==> src/rtl/tmds_out_pkg.sv <==
// Shared constants and types for the TMDS output path: mux select codes,
// blanking-encoder control words and the registered timing-output bundle.
package tmds_out_pkg;

  typedef enum logic [1:0] {
    SEL_BLANK = 2'b00,
    SEL_GUARD = 2'b01,
    SEL_VIDEO = 2'b10
  } sel_e;

  localparam logic [3:0] CTL_IDLE           = 4'b0000;
  localparam logic [3:0] CTL_VIDEO_PREAMBLE = 4'b0001;

  typedef struct packed {
    sel_e       sel;
    logic [3:0] ctl;
    logic       hsync;
    logic       vsync;
    logic       pix_req;
    logic       line_start;
    logic       frame_start;
  } tmg_out_t;

  localparam tmg_out_t OUT_IDLE = '{sel: SEL_BLANK, ctl: CTL_IDLE, default: 1'b0};

endpackage

==> src/rtl/output_timing_ctrl_if.sv <==
// Timing bundle between the raster sequencer (master) and the output mux,
// encoders and pixel fetch (slave). The run enable travels with it.
interface output_timing_ctrl_if;
  import tmds_out_pkg::*;

  logic       en;
  sel_e       sel;
  logic [3:0] ctl;
  logic       hsync;
  logic       vsync;
  logic       pix_req;
  logic       line_start;
  logic       frame_start;

  modport master (
    input  en,
    output sel, ctl, hsync, vsync, pix_req, line_start, frame_start
  );

  modport slave (
    output en,
    input  sel, ctl, hsync, vsync, pix_req, line_start, frame_start
  );

endinterface

==> src/rtl/wrap_counter.sv <==
// Modulo-(MAX+1) counter with synchronous clear; wrap flags the increment
// that takes count from MAX back to zero.
module wrap_counter #(
  parameter int MAX = 1,
  parameter int W   = $clog2(MAX + 1)
) (
  input  logic         clk,
  input  logic         rst,
  input  logic         clr,
  input  logic         inc,
  output logic [W-1:0] count,
  output logic         wrap
);

  assign wrap = inc && (count == W'(MAX));

  // NOTE: sequential state is assigned with <= so every flop samples pre-edge values.
  always_ff @(posedge clk) begin
    if (rst || clr)
      count <= '0;
    else if (inc)
      count <= wrap ? '0 : count + 1'b1;
  end

endmodule

==> src/rtl/output_timing_ctrl.sv <==
// Raster timing sequencer: h/v position counters decoded into mux select,
// control preamble, syncs and a pixel request one cycle ahead of video.
module output_timing_ctrl
  import tmds_out_pkg::*;
#(
  parameter int H_ACTIVE     = 640,
  parameter int H_FRONT      = 16,
  parameter int H_SYNC       = 96,
  parameter int H_BACK       = 48,
  parameter int V_ACTIVE     = 480,
  parameter int V_FRONT      = 10,
  parameter int V_SYNC       = 2,
  parameter int V_BACK       = 33,
  parameter int PREAMBLE_LEN = 8,
  parameter int GUARD_LEN    = 2
) (
  input  logic                 clk,
  input  logic                 rst,
  output_timing_ctrl_if.master bus
);

  localparam int H_BLANK = H_FRONT + H_SYNC + H_BACK;
  localparam int H_TOTAL = H_BLANK + H_ACTIVE;
  localparam int V_TOTAL = V_ACTIVE + V_FRONT + V_SYNC + V_BACK;
  localparam int HW      = $clog2(H_TOTAL);
  localparam int VW      = $clog2(V_TOTAL);

  localparam logic [HW-1:0] H_PRE_LO = HW'(H_BLANK - GUARD_LEN - PREAMBLE_LEN);
  localparam logic [HW-1:0] H_GRD_LO = HW'(H_BLANK - GUARD_LEN);
  localparam logic [HW-1:0] H_VID_LO = HW'(H_BLANK);
  localparam logic [HW-1:0] H_REQ_LO = HW'(H_BLANK - 1);
  localparam logic [HW-1:0] H_REQ_HI = HW'(H_TOTAL - 2);
  localparam logic [HW-1:0] H_HS_LO  = HW'(H_FRONT);
  localparam logic [HW-1:0] H_HS_HI  = HW'(H_FRONT + H_SYNC);
  localparam logic [VW-1:0] V_ACT    = VW'(V_ACTIVE);
  localparam logic [VW-1:0] V_VS_LO  = VW'(V_ACTIVE + V_FRONT);
  localparam logic [VW-1:0] V_VS_HI  = VW'(V_ACTIVE + V_FRONT + V_SYNC);

  logic          run;
  logic          clr;
  logic [HW-1:0] h;
  logic [VW-1:0] v;
  logic          h_wrap;
  logic          v_wrap;
  logic          active;
  tmg_out_t      dec;
  tmg_out_t      out_q;

  // The first enabled cycle only arms run; counting starts one edge later so
  // that (0,0) appears on the outputs two edges after en is first sampled.
  assign clr = ~bus.en | ~run;

  wrap_counter #(.MAX(H_TOTAL - 1), .W(HW)) u_h (
    .clk(clk), .rst(rst), .clr(clr), .inc(1'b1), .count(h), .wrap(h_wrap)
  );

  wrap_counter #(.MAX(V_TOTAL - 1), .W(VW)) u_v (
    .clk(clk), .rst(rst), .clr(clr), .inc(h_wrap), .count(v), .wrap(v_wrap)
  );

  // The frame can only roll over on the last pixel of a line.
  a_vwrap_on_hwrap: assert property (@(posedge clk) v_wrap |-> h_wrap);

  always_ff @(posedge clk) begin
    if (rst)
      run <= 1'b0;
    else
      run <= bus.en;
  end

  assign active = (v < V_ACT);

  // NOTE: every always_comb output gets a default first so no latch is inferred.
  always_comb begin
    dec = OUT_IDLE;
    if (active) begin
      if (h >= H_VID_LO)
        dec.sel = SEL_VIDEO;
      else if (h >= H_GRD_LO)
        dec.sel = SEL_GUARD;
      else if (h >= H_PRE_LO)
        dec.ctl = CTL_VIDEO_PREAMBLE;
    end
    dec.hsync       = (h >= H_HS_LO) && (h < H_HS_HI);
    dec.vsync       = (v >= V_VS_LO) && (v < V_VS_HI);
    dec.pix_req     = active && (h >= H_REQ_LO) && (h <= H_REQ_HI);
    dec.line_start  = (h == '0);
    dec.frame_start = (h == '0) && (v == '0);
  end

  // NOTE: the output register is reset because downstream mux/encoders act on it directly.
  always_ff @(posedge clk) begin
    if (rst || !bus.en || !run)
      out_q <= OUT_IDLE;
    else
      out_q <= dec;
  end

  assign bus.sel         = out_q.sel;
  assign bus.ctl         = out_q.ctl;
  assign bus.hsync       = out_q.hsync;
  assign bus.vsync       = out_q.vsync;
  assign bus.pix_req     = out_q.pix_req;
  assign bus.line_start  = out_q.line_start;
  assign bus.frame_start = out_q.frame_start;

endmodule

==> src/flat_wrapper.sv <==
// flat-port wrapper written by rule: the top's interface ports become plain ports
module output_timing_ctrl_flat import tmds_out_pkg::*;
#(
  parameter int H_ACTIVE     = 640,
  parameter int H_FRONT      = 16,
  parameter int H_SYNC       = 96,
  parameter int H_BACK       = 48,
  parameter int V_ACTIVE     = 480,
  parameter int V_FRONT      = 10,
  parameter int V_SYNC       = 2,
  parameter int V_BACK       = 33,
  parameter int PREAMBLE_LEN = 8,
  parameter int GUARD_LEN    = 2
)
  (clk, rst, bus_en, bus_sel, bus_ctl, bus_hsync, bus_vsync, bus_pix_req, bus_line_start, bus_frame_start);
  output_timing_ctrl_if bus_i ();
  input  logic clk;
  input  logic rst;
  input wire logic [$bits(bus_i.en)-1:0] bus_en;
  output wire logic [$bits(bus_i.sel)-1:0] bus_sel;
  output wire logic [$bits(bus_i.ctl)-1:0] bus_ctl;
  output wire logic [$bits(bus_i.hsync)-1:0] bus_hsync;
  output wire logic [$bits(bus_i.vsync)-1:0] bus_vsync;
  output wire logic [$bits(bus_i.pix_req)-1:0] bus_pix_req;
  output wire logic [$bits(bus_i.line_start)-1:0] bus_line_start;
  output wire logic [$bits(bus_i.frame_start)-1:0] bus_frame_start;
  assign bus_i.en = bus_en;
  assign bus_sel = bus_i.sel;
  assign bus_ctl = bus_i.ctl;
  assign bus_hsync = bus_i.hsync;
  assign bus_vsync = bus_i.vsync;
  assign bus_pix_req = bus_i.pix_req;
  assign bus_line_start = bus_i.line_start;
  assign bus_frame_start = bus_i.frame_start;
  output_timing_ctrl #(.H_ACTIVE(H_ACTIVE), .H_FRONT(H_FRONT), .H_SYNC(H_SYNC), .H_BACK(H_BACK), .V_ACTIVE(V_ACTIVE), .V_FRONT(V_FRONT), .V_SYNC(V_SYNC), .V_BACK(V_BACK), .PREAMBLE_LEN(PREAMBLE_LEN), .GUARD_LEN(GUARD_LEN)) u_core (.clk(clk), .rst(rst), .bus(bus_i));
endmodule
==> config.mk <==
export PLATFORM = sky130hd
export DESIGN_NAME = output_timing_ctrl_flat
export DESIGN_NICKNAME = d
export VERILOG_FILES = /design/src/rtl/tmds_out_pkg.sv /design/src/rtl/output_timing_ctrl_if.sv /design/src/rtl/wrap_counter.sv /design/src/rtl/output_timing_ctrl.sv /design/src/flat_wrapper.sv
export SDC_FILE = /design/constraint.sdc
export NUM_CORES = 1
export LEC_CHECK = 0
export CORE_MARGIN = 5
export CORE_UTILIZATION = 30
export DETAILED_ROUTE_END_ITERATION = 7
export HOLD_SLACK_MARGIN = 0.03
export PLACE_DENSITY = 0.54
export SYNTH_ARGS = -nofsm -noshare
export SYNTH_HDL_FRONTEND = slang
export SYNTH_SLANG_ARGS = --single-unit
==> constraint.sdc <==
create_clock -name clk -period 2.6 [get_ports clk]
set_clock_uncertainty 0.05 [all_clocks]
set_input_delay 0.39 -clock clk [delete_from_list [all_inputs] [get_ports clk]]
set_output_delay 0.39 -clock clk [all_outputs]
set_load 0.02 [all_outputs]
Word level (Yosys, flattened, before mapping)
Cells that the tools add are included.
{ "totals": {"ram_bits": 0, "romBits": 0, "output_inout_bits": 11, "mem_count": 0, "latchBits": 0, "ff_bits": 32, "input_bits": 3} }
{ "classes": {"addsub": 2, "mul": 0, "bitwise": 4, "n_reduce_logical": 17, "n_shift": 0, "div": 0, "muxes": 4, "n_eq_ne": 2, "n_lt_le_gt_ge": 10} }
{ "op_table": {"columns": ["cell", "n"], "rows": [
  [">= comparator 10 x 8 -> 1 bit (second input constant)", 4],
  ["adder 10 x 1 -> 10 bit (second input constant)", 2],
  ["equality test 10 bit (second input constant)", 2],
  ["zero test 10 bit", 2],
  ["less-than comparator 10 x 9 -> 1 bit (second input constant)", 2],
  [">= comparator 10 x 5 -> 1 bit (second input constant)", 1],
  [">= comparator 10 x 9 -> 1 bit (second input constant)", 1],
  ["less-or-equal comparator 10 bit (second input constant)", 1],
  ["less-than comparator 10 x 7 -> 1 bit (second input constant)", 1],
  ["two-way mux 10 bit", 1],
  ["logical AND 1 bit", 6],
  ["OR reduction 2 bit", 2],
  ["OR reduction 4 bit", 1],
  ["logical OR 1 bit", 3],
  ["inverter 1 bit", 3],
  ["OR reduction 3 bit", 1],
  ["zero test 1 bit", 2],
  ["two-way mux 1 bit", 2],
  ["two-way mux 2 bit", 1],
  ["OR 1 bit", 1]
]} }

Longest topological paths before layout
Gate-level depths: netlist of the first run.
{ "depth": {"word_depth": 4, "depth_mapped": 6} }

Hierarchy
Synthesis of the first run repeated with hierarchy kept, for this count alone.
{ "unflattened": {"hier_cells": 161, "hier_area_um2": 1476.4} }
{ "modules_own_cells": {"columns": ["mod", "n_inst", "area_per_inst_um2", "cells_each"], "rows": [
  ["wrap_counter (u_core.u_h)", 1, 513.0, 54],
  ["wrap_counter (u_core.u_v)", 1, 510.5, 57],
  ["output_timing_ctrl", 1, 452.9, 50]
]} }

Least setup slack after synthesis of the first run
OpenSTA, ideal clock, no wires.
{ "synth_path": {"path_kind": "register -> register", "start": "reg u_core.u_h.count[7]", "end": "reg u_core.u_v.count[7]", "path_stages_with_launch": 6, "setup_time_ps": 70, "synth_period_minus_slack_ps": 1848, "n_path_buf": 1, "path_slack_ps": 752, "arrival_ps": 1728, "path_cell_list": "dfxtp_1 > buf_6 > or3_4 > or4_4 > or3_1 > a21oi_1"} }
{ "synth_via": {"elab_chain_len": 3} }
{ "synth_rtl": {"columns": ["element", "line_no", "text"], "rows": [
  ["start: declaration", "wrap_counter.sv:11", "output logic [W-1:0] count,"],
  ["start signal: assignment", "wrap_counter.sv:22", "count <= wrap ? '0 : count + 1'b1;"],
  ["equality test 10 bit (*)", "wrap_counter.sv:15", "assign wrap = inc && (count == W'(MAX));"],
  ["logical AND 1 bit", "wrap_counter.sv:15", null],
  ["two-way mux 10 bit", "wrap_counter.sv:22", null],
  ["end signal: assignment", "wrap_counter.sv:22", null],
  ["end: declaration", "wrap_counter.sv:11", null]
]} }
Mark *: on every way between the ends. The rest lies on a longest branch, timed or not.
A chain may end at the register's enable or synchronous reset.

Worst setup path in the final report of the first run
{ "layout_path": {"start": "reg u_core.u_h.count[1]", "end": "reg u_core.u_v.count[6]"} }
Same word-level chain as after synthesis.

==> results of run 1 <==
[power by group through the flow]
stage	combinational, W	clock [W]	sequential, W
4_1_cts	0.0000169	0.000418	0.000447
3_5_place_dp	0.0000169	0	0.000457
3_3_place_gp	0.0000165	0	0.000457
2_1_floorplan	0.0000125	0	0.000458
5_1_grt	0.0000186	0.000447	0.000447
6_report	0.0000168	0.000401	0.000448
[synthesized netlist by cell type, drive strengths merged]
cell	instances	area (sq um)
dfxtp	29	581
o21ai	5	28.8
nand3b	1	7.51
and4bb	1	12.5
xor2	7	61.3
and3	3	18.8
a211oi	1	7.51
or4	3	26.3
and2	2	12.5
xnor2	6	52.6
or3	4	30.0
o31ai	3	22.5
and4	4	35.0
nand3	10	50.1
nor2	18	67.6
nor2b	2	12.5
conb	1	3.75
nand4	7	43.8
nor4b	1	8.76
or2	1	6.26
buf	7	53.8
clkbuf	2	17.5
nand2	12	45.0
nor4	4	25.0
nor3	7	35.0
ha	4	50.1
inv	4	15.0
a21oi	8	40.0
[worst max-delay path, cell delays in order, from the launching register on]
cell                      delay, ns
sky130_fd_sc_hd__dfxtp_1       0.39
sky130_fd_sc_hd__ha_1          0.25
sky130_fd_sc_hd__and4_1        0.34
sky130_fd_sc_hd__nand3_1       0.32
sky130_fd_sc_hd__or4_1         0.60
sky130_fd_sc_hd__a21oi_1       0.16
[cell type report]
cell class / instances / area, sq um / share of cell area (%)
flip-flops and latches: 29 / 581 / 36.9
well taps: 52 / 65.1 / 4.14
multi-input cells: 117 / 711 / 45.2
inverters: 4 / 15.0 / 0.955
clock inverters: 1 / 5.00 / 0.318
clock buffers: 7 / 96.3 / 6.13
repair buffers: 10 / 100 / 6.36
[cells by family (layout without fill, tap and decap cells)]
group,Yosys count,after routing,synth area share [%]
compound gates,17,17,7.21
xor+xnor,13,13,8.31
fa+ha+maj,4,4,3.65
buf+inv,13,22,6.30
flops,29,29,42.4
other cells,1,3,0.274
simple gates,80,80,31.9
[worst paths after layout]
kind,startpoint,endpoint,cells past startpoint
hold / removal,u_core.u_h.count[0],u_core.u_h.count[0],1
hold reg to reg,u_core.u_h.count[0],u_core.u_h.count[0],1
setup reg to reg,u_core.u_h.count[1],u_core.u_v.count[6],5
setup / recovery,u_core.u_h.count[1],u_core.u_v.count[6],5
[routing by layer]
metal / up-vias / GRT usage [%]
li1: 574 / -
met3: 4 / 3.47
met5: - / 0
met4: 0 / 4.30
met1: 510 / 12.7
met2: 29 / 16.0
[stage by stage]
stage / util, % / instance area, sq um / std cells / hold slack (ns)
3_5_place_dp: 33.6 / 1470 / 212 / 0.402
5_1_grt: 35.9 / 1570 / 220 / 0.453
4_1_cts: 35.9 / 1570 / 220 / 0.416
2_1_floorplan: - / 1380 / 159 / 0.380
6_report: 35.9 / 1570 / 220 / 0.414
3_3_place_gp: 33.6 / 1470 / 212 / 0.396
[registers in the layout (all words and copies together) (netlist names)]
register                count
u_core.bus.vsync            1
u_core.run                  1
u_core.u_h.count           10
u_core.bus.frame_start      1
u_core.bus.line_start       1
u_core.bus.pix_req          1
u_core.bus.sel              2
u_core.bus.hsync            1
u_core.bus.ctl              1
u_core.u_v.count           10
==> flow_results.org, run 1 <==
** Global route
- Number of global-route vias before repair :: 1,102
- Entering global routing, the biggest net connects 13 pins.
- For this run, the total global-route usage over all layers was measured as 10.2%.
- The initial antenna violation count is 0.
- Overflow left after global routing :: 0
- The first global-routing pass estimated 4960 um of wire.

** Setup path
- Worst setup path category :: reg -> reg
- CP Data Arrival Time :: 2.32 ns
- Endpoint type of the worst setup path :: flip-flop
- Data on the critical path is required at its endpoint by 2.76 ns.
- In this run the worst path has a maximum fanout of 7.
- Setup slack of the most critical reg-to-reg path :: 0.44 ns
- Startpoint type of the worst setup path :: flip-flop

** Power and ir drop
- Switching power summed over all nets :: 0.000174 W
- Peak supply drop :: 0.000315 V
- Registers are responsible for 51.7% of the overall power.
- Power spread over the standard cell area amounts to around 550 nW/um^2.
- Internal power component :: 0.000691 W
- The design draws 0.000866 W.
- Summed over all cells, the static leakage comes to 0.499 nW.
- The clock network burns 46.4% of the power.
- Switching part of the total power :: 20.1%
- Per report_power, the combinational group accounts for 1.9% of the total.

** Floorplanning
- The region available for standard cell placement spans 4380 sq um.
- Measured along the x axis, the die boundary spans 77.6 um.
- Die area :: 6020 sq um
- Die height :: 77.6 um
- Row count :: 24
- Pin placement for this block handled 14 I/O pins.
- Initial Utilization :: 31.2%

** Detailed routing
- The detailed router finished its first iteration with 55 violations.
- Remaining antenna violation count :: 0
- Met1 layer wirelength in the final routing :: 1270 um
- Met2 wirelength from detailed routing :: 1380 um
- After detailed routing, the number of vias per cell comes to 5.08.
- Total Routed Length :: ~2900 um
- Summing over every cut layer, the via total after detailed routing is 1,117.
- Summed over all nets, wire length on met3 after detailed routing comes to ~190 um.
- Dividing the detail-routed wire length by the instance count gives 13.1 um.
- The first TritonRoute pass finished after 4 iterations.
- After detailed routing, the number of remaining DRC violations is 0.
- The highest layer touched by signal routing is met4.

** STA
- Final setup margin :: around 0.44 ns
- Setup repair after global routing left no endpoint under its margin.
- Static timing analysis puts the maximum clock frequency at 462 MHz.
- The routed design could run at a clock period as short as between 2 and 2.5 ns.
- Setup violations remaining at the end of the flow were counted as 0.
- The final number of max-transition violations was 0.
- Count of final hold-check violations :: 0
- Total Neg Setup Slack :: 0 ns
- The worst path uses 83.2% of the clock period.

** Run status
- The flow ran to the end, and the final reports show no timing, DRC or antenna violations.

** Yosys
- Sequential area share after synthesis :: between 40 and 50%
- Synthesis produced a netlist whose cell count is 157.
- In this run the cell area of the synthesized design comes to around 1400 sq um.
- The synthesized design contains 29 register bits.
- Avg Synthesized Cell Area :: between 8 and 9 sq um
- Number of distinct standard cells referenced by the synthesized netlist :: 34
- Yosys printed 0 warnings.

** Clocking
- TritonCTS built the clock tree.
- Total CTS buffers :: 5
- Clock-pin slew was measured on the worst setup and hold paths at 0.06 ns.
- The cell sitting at the root of the clock tree is a sky130_fd_sc_hd__clkbuf_8.
- After clock tree synthesis, the repair step resized 0 gates.
- Maximum level of the CTS H-tree :: 2
- Maximum clock insertion buffer count :: 2
- Clock insertion delay at the later pin of the skew report :: 0.28 ns
- The tree built by TritonCTS fans out to 29 sinks.
- The number of hold buffers added after CTS was 0.
- Number of post-CTS setup repair buffers :: 0

** Placed design
- Final estimated routing congestion in global placement :: 0.858
- Setup slack at placement :: 0.456 ns
- Buffers placed on the I/O ports in this run total 10.
- The wire-length estimate of the detail-placed layout is ~2100 um.

** Finish
- Layout cells sized above 1 :: 7.74%
- The filler cells instantiated in the layout total 451.
- In the layout the commonest cells are sky130_fd_sc_hd__dfxtp_1, sky130_fd_sc_hd__nor2_1, sky130_fd_sc_hd__nand2_1.
- The library cell used most frequently in the layout, excluding fill and tap cells, is sky130_fd_sc_hd__dfxtp_1.
- Total number of nets in the final design :: about 170
- Diodes inserted :: 0
- Relative to the synthesized area, the layout overhead comes to 14.8%.

** Worst hold path
- Hold Path Class :: reg -> reg

** Flow run
- Max-cap viol count :: 0
Power figures use the tool's default switching activity.
==> run 2: changes to the inputs <==
--- a/config.mk
+++ b/config.mk
@@ -9,7 +9,7 @@
 export CORE_UTILIZATION = 30
 export DETAILED_ROUTE_END_ITERATION = 7
 export HOLD_SLACK_MARGIN = 0.03
-export PLACE_DENSITY = 0.54
+export PLACE_DENSITY = 0.55
 export SYNTH_ARGS = -nofsm -noshare
 export SYNTH_HDL_FRONTEND = slang
 export SYNTH_SLANG_ARGS = --single-unit
==> constraint.sdc (replaced) <==
create_clock -name clk -period 1.9 [get_ports clk]
set_clock_uncertainty 0.05 [all_clocks]
set_input_delay 0.285 -clock clk [delete_from_list [all_inputs] [get_ports clk]]
set_output_delay 0.285 -clock clk [all_outputs]
set_load 0.02 [all_outputs]
==> run 2 against run 1 <==
  * Die area unchanged
  * Combinational power grew 61%
  * Critical endpoint is now u_core.u_v.count[9]
  * Largest power group unchanged
  * Routed wire length up 12%
  * Cell count rose by 9.5%
  * Sequential power increased by 37%
  * Critical path depth down 1
==> flow_results.org, run 2 (synthesized netlist as in run 1, its figures left out) <==
** Detailed routing
- The per-cell routed wire length was 13.4 um (+2.4%).
- Vias per cell :: 5.12 (+0.77%)
- The number of vias in the routed layout is 1,233 (+10%).
- Total Routed Length :: 3220 um (+12%)
- Remaining antenna violation count :: 0 (unchanged)
- The number of remaining DRC errors came to 0 (unchanged).
- Number of DRC markers after the initial detailed-route iteration :: 97 (+76%)
- Pre-Repair DR Iteration Count :: 4 (unchanged)

** Setup path
- The slowest stage of the critical path belongs to the cell sky130_fd_sc_hd__or4_4.
- Beginning of the worst register-to-register path :: u_core.u_h.count[5]
- STA classifies the critical path startpoint as a flip-flop.
- Setup slack of the most critical reg-to-reg path :: 0.06 ns (-0.38 ns)
- Crit path launch :: u_core.u_h.count[5]
- The worst register-to-register path ends at u_core.u_v.count[9].
- Crit Path Max Fanout :: 4 (-3)
- The data arrival at the endpoint of the critical path is 2.00 ns (-0.32 ns).
- Worst setup path category :: reg -> reg
- The cell family contributing the most delay on the critical path is simple AND/OR/NAND/NOR gates.
- Largest stage delay on the critical path :: 0.53 ns (-0.07 ns)
- Cell chain of the critical path :: or3_4, or4_4, or3_1, a21oi_1
- Critical Path RT :: 2.06 ns (-0.70 ns)
- Termination of the worst setup path :: u_core.u_v.count[9]
- The number of buffer and inverter stages on the critical path is 0 (unchanged).
- Reg2Reg Depth :: 4 (-1)
- Endpoint type of the worst setup path :: flip-flop
- The number of cells on the critical path is 4 (-1).

** Clocking
- The clock transition at the registers of the reported paths was 0.06 ns (about the same).
- The TritonCTS buffer count came to 5 (unchanged).
- The deepest clock path buffer count is 2 (unchanged).
- Clk sinks :: 29 (unchanged)
- TritonCTS built the clock tree.
- The count of hold buffers inserted by post-cts repair came to 0 (unchanged).
- Library cell used as clock root buffer :: sky130_fd_sc_hd__clkbuf_8
- The clock latency of the later-clocked register in the worst-skew pair is 0.28 ns (about the same).
- The number of levels the H-tree was split into was 2 (unchanged).

** Floorplanning
- The total core area came to 4380 sq um (unchanged).
- Number of ports placed on the die boundary :: 14 (unchanged)
- The effective utilization at floorplan was 31.2% (unchanged).
- Row count :: 24 (unchanged)
- The overall die area is 6020 sq um (unchanged).
- Die height :: 77.6 um (unchanged)
- Horizontal die dimension :: 77.6 um (unchanged)

** Finish
- The library cell used most frequently in the layout, excluding fill and tap cells, is sky130_fd_sc_hd__dfxtp_1.
- Diodes inserted :: 0 (unchanged)
- Area taken by multi-input logic gates :: 718 sq um (+1.1%)
- Layout cells sized above 1 :: 19.6% (+12 points)
- In the layout the commonest cells are sky130_fd_sc_hd__dfxtp_1, sky130_fd_sc_hd__buf_4, sky130_fd_sc_hd__nor2_1.
- The layout net count is 195 (+12%).
- Filler instances :: 454 (+0.67%)
- The sequential standard cell area was 582 sq um (+0.22%).
- Layout Area Growth over Synthesis :: 26.9%

** STA
- The final setup violation count came to 0 (unchanged).
- FMAX :: 542 MHz (+17%)
- The final-layout setup total negative slack is 0 ns (unchanged).
- The post-route clock period utilization is 97.0% (+14 points).
- The number of endpoints with negative hold slack in the final report came to 0 (unchanged).
- Final slew viol count :: 0 (unchanged)
- The final critical-path required period came to 1.84 ns (-0.320 ns).
- Tightest hold margin :: 0.391 ns (-0.0229 ns)
- RSZ-0062 raised after global routing :: yes

** Global route
- Initial antenna violation count :: 0 (unchanged)
- The first-pass GRT wire length came to 5750 um (+16%).
- The total global routing track utilization was 11.7% (+1.6 points).
- Maximum number of pins on one net before global-route repair :: 12 (-1)
- Number of global-route vias before repair :: 1,251 (+14%)
- Overflow left after global routing :: 0 (unchanged)

** Power and ir drop
- Peak supply drop :: 0.000291 V (-7.6%)
- Standby leakage power :: 0.602 nW (+21%)
- The total power divided by cell area is 691 nW/um^2 (+25%).

** Placed design
- The routability congestion estimate from global placement was 0.816 (-4.9%).
- Placed wire-length estimate after detailed placement :: 2490 um (+19%)
- The quantity of I/O buffers inserted on ports came to 10 (unchanged).

** Flow run
- The max capacitance violation total is 0 (unchanged).

** Run status
- The flow ran to the end, and the final reports show no timing, DRC or antenna violations.

** Worst hold path
- In this run the worst hold path is classified as reg -> reg.
run 2: changes by cell type in the layout (fill, tap and decap cells not counted), sizes merged:
cell  previous run  this run
buf              0        21
run 2: power breakdown:
group          internal, W  total [W]  switching (W)
registers         0.000611   0.000612     0.00000136
clock network     0.000327   0.000562       0.000235
logic            0.0000114  0.0000270      0.0000156
total             0.000949    0.00120       0.000252
run 2: timing repair:
action,in CTS,in global routing
buffers inserted,0,0
endpoints found under the setup margin,0,3
resized for setup,0,3
endpoints found under the hold margin,0,0
run 2: worst min-delay path by stage:
stage | start | cells after the start | endpoint | slack [ns]
after detailed placement | u_core.u_h.count[0] | 1 | u_core.u_h.count[0] | 0.42
after floorplan | rst | 1 | u_core.run | 0.31
after global placement | u_core.u_h.count[0] | 1 | u_core.u_h.count[0] | 0.39
after global routing | u_core.u_h.count[0] | 1 | u_core.u_h.count[0] | 0.40
final | u_core.u_h.count[0] | 1 | u_core.u_h.count[0] | 0.39
after CTS | u_core.u_h.count[0] | 1 | u_core.u_h.count[0] | 0.43
run 2: final cells by class:
type	count	share of cell area, %
inverters	4	0.863
well taps	52	3.74
clock inverters	1	0.288
repair buffers	31	14.8
flip-flops and latches	29	33.5
clock buffers	7	5.54
multi-input cells	117	41.3
run 2: per-layer routing:
| metal | up-vias | share of wire [%] | track usage (%) |
|---|---|---|---|
| met5 | - | 0 | 0 |
| met4 | 0 | 1.8 | 4.64 |
| met3 | 8 | 4.3 | 4.05 |
| met2 | 27 | 49 | 19.1 |
| met1 | 589 | 45 | 14.1 |
| li1 | 609 | - | - |
run 2: stage by stage:
step,cell area [sq um],utilization [%],worst slack (ns),total power [W],std cells
final,1740,39.7,0.0561,0.00120,241
after global placement,1630,37.2,0.129,0.000652,233
after floorplan,1380,-,0.0524,0.000644,159
after global routing,1740,39.7,-0.00571,0.00125,241
after CTS,1730,39.5,0.00636,0.00122,241
after detailed placement,1630,37.2,0.0226,0.000653,233
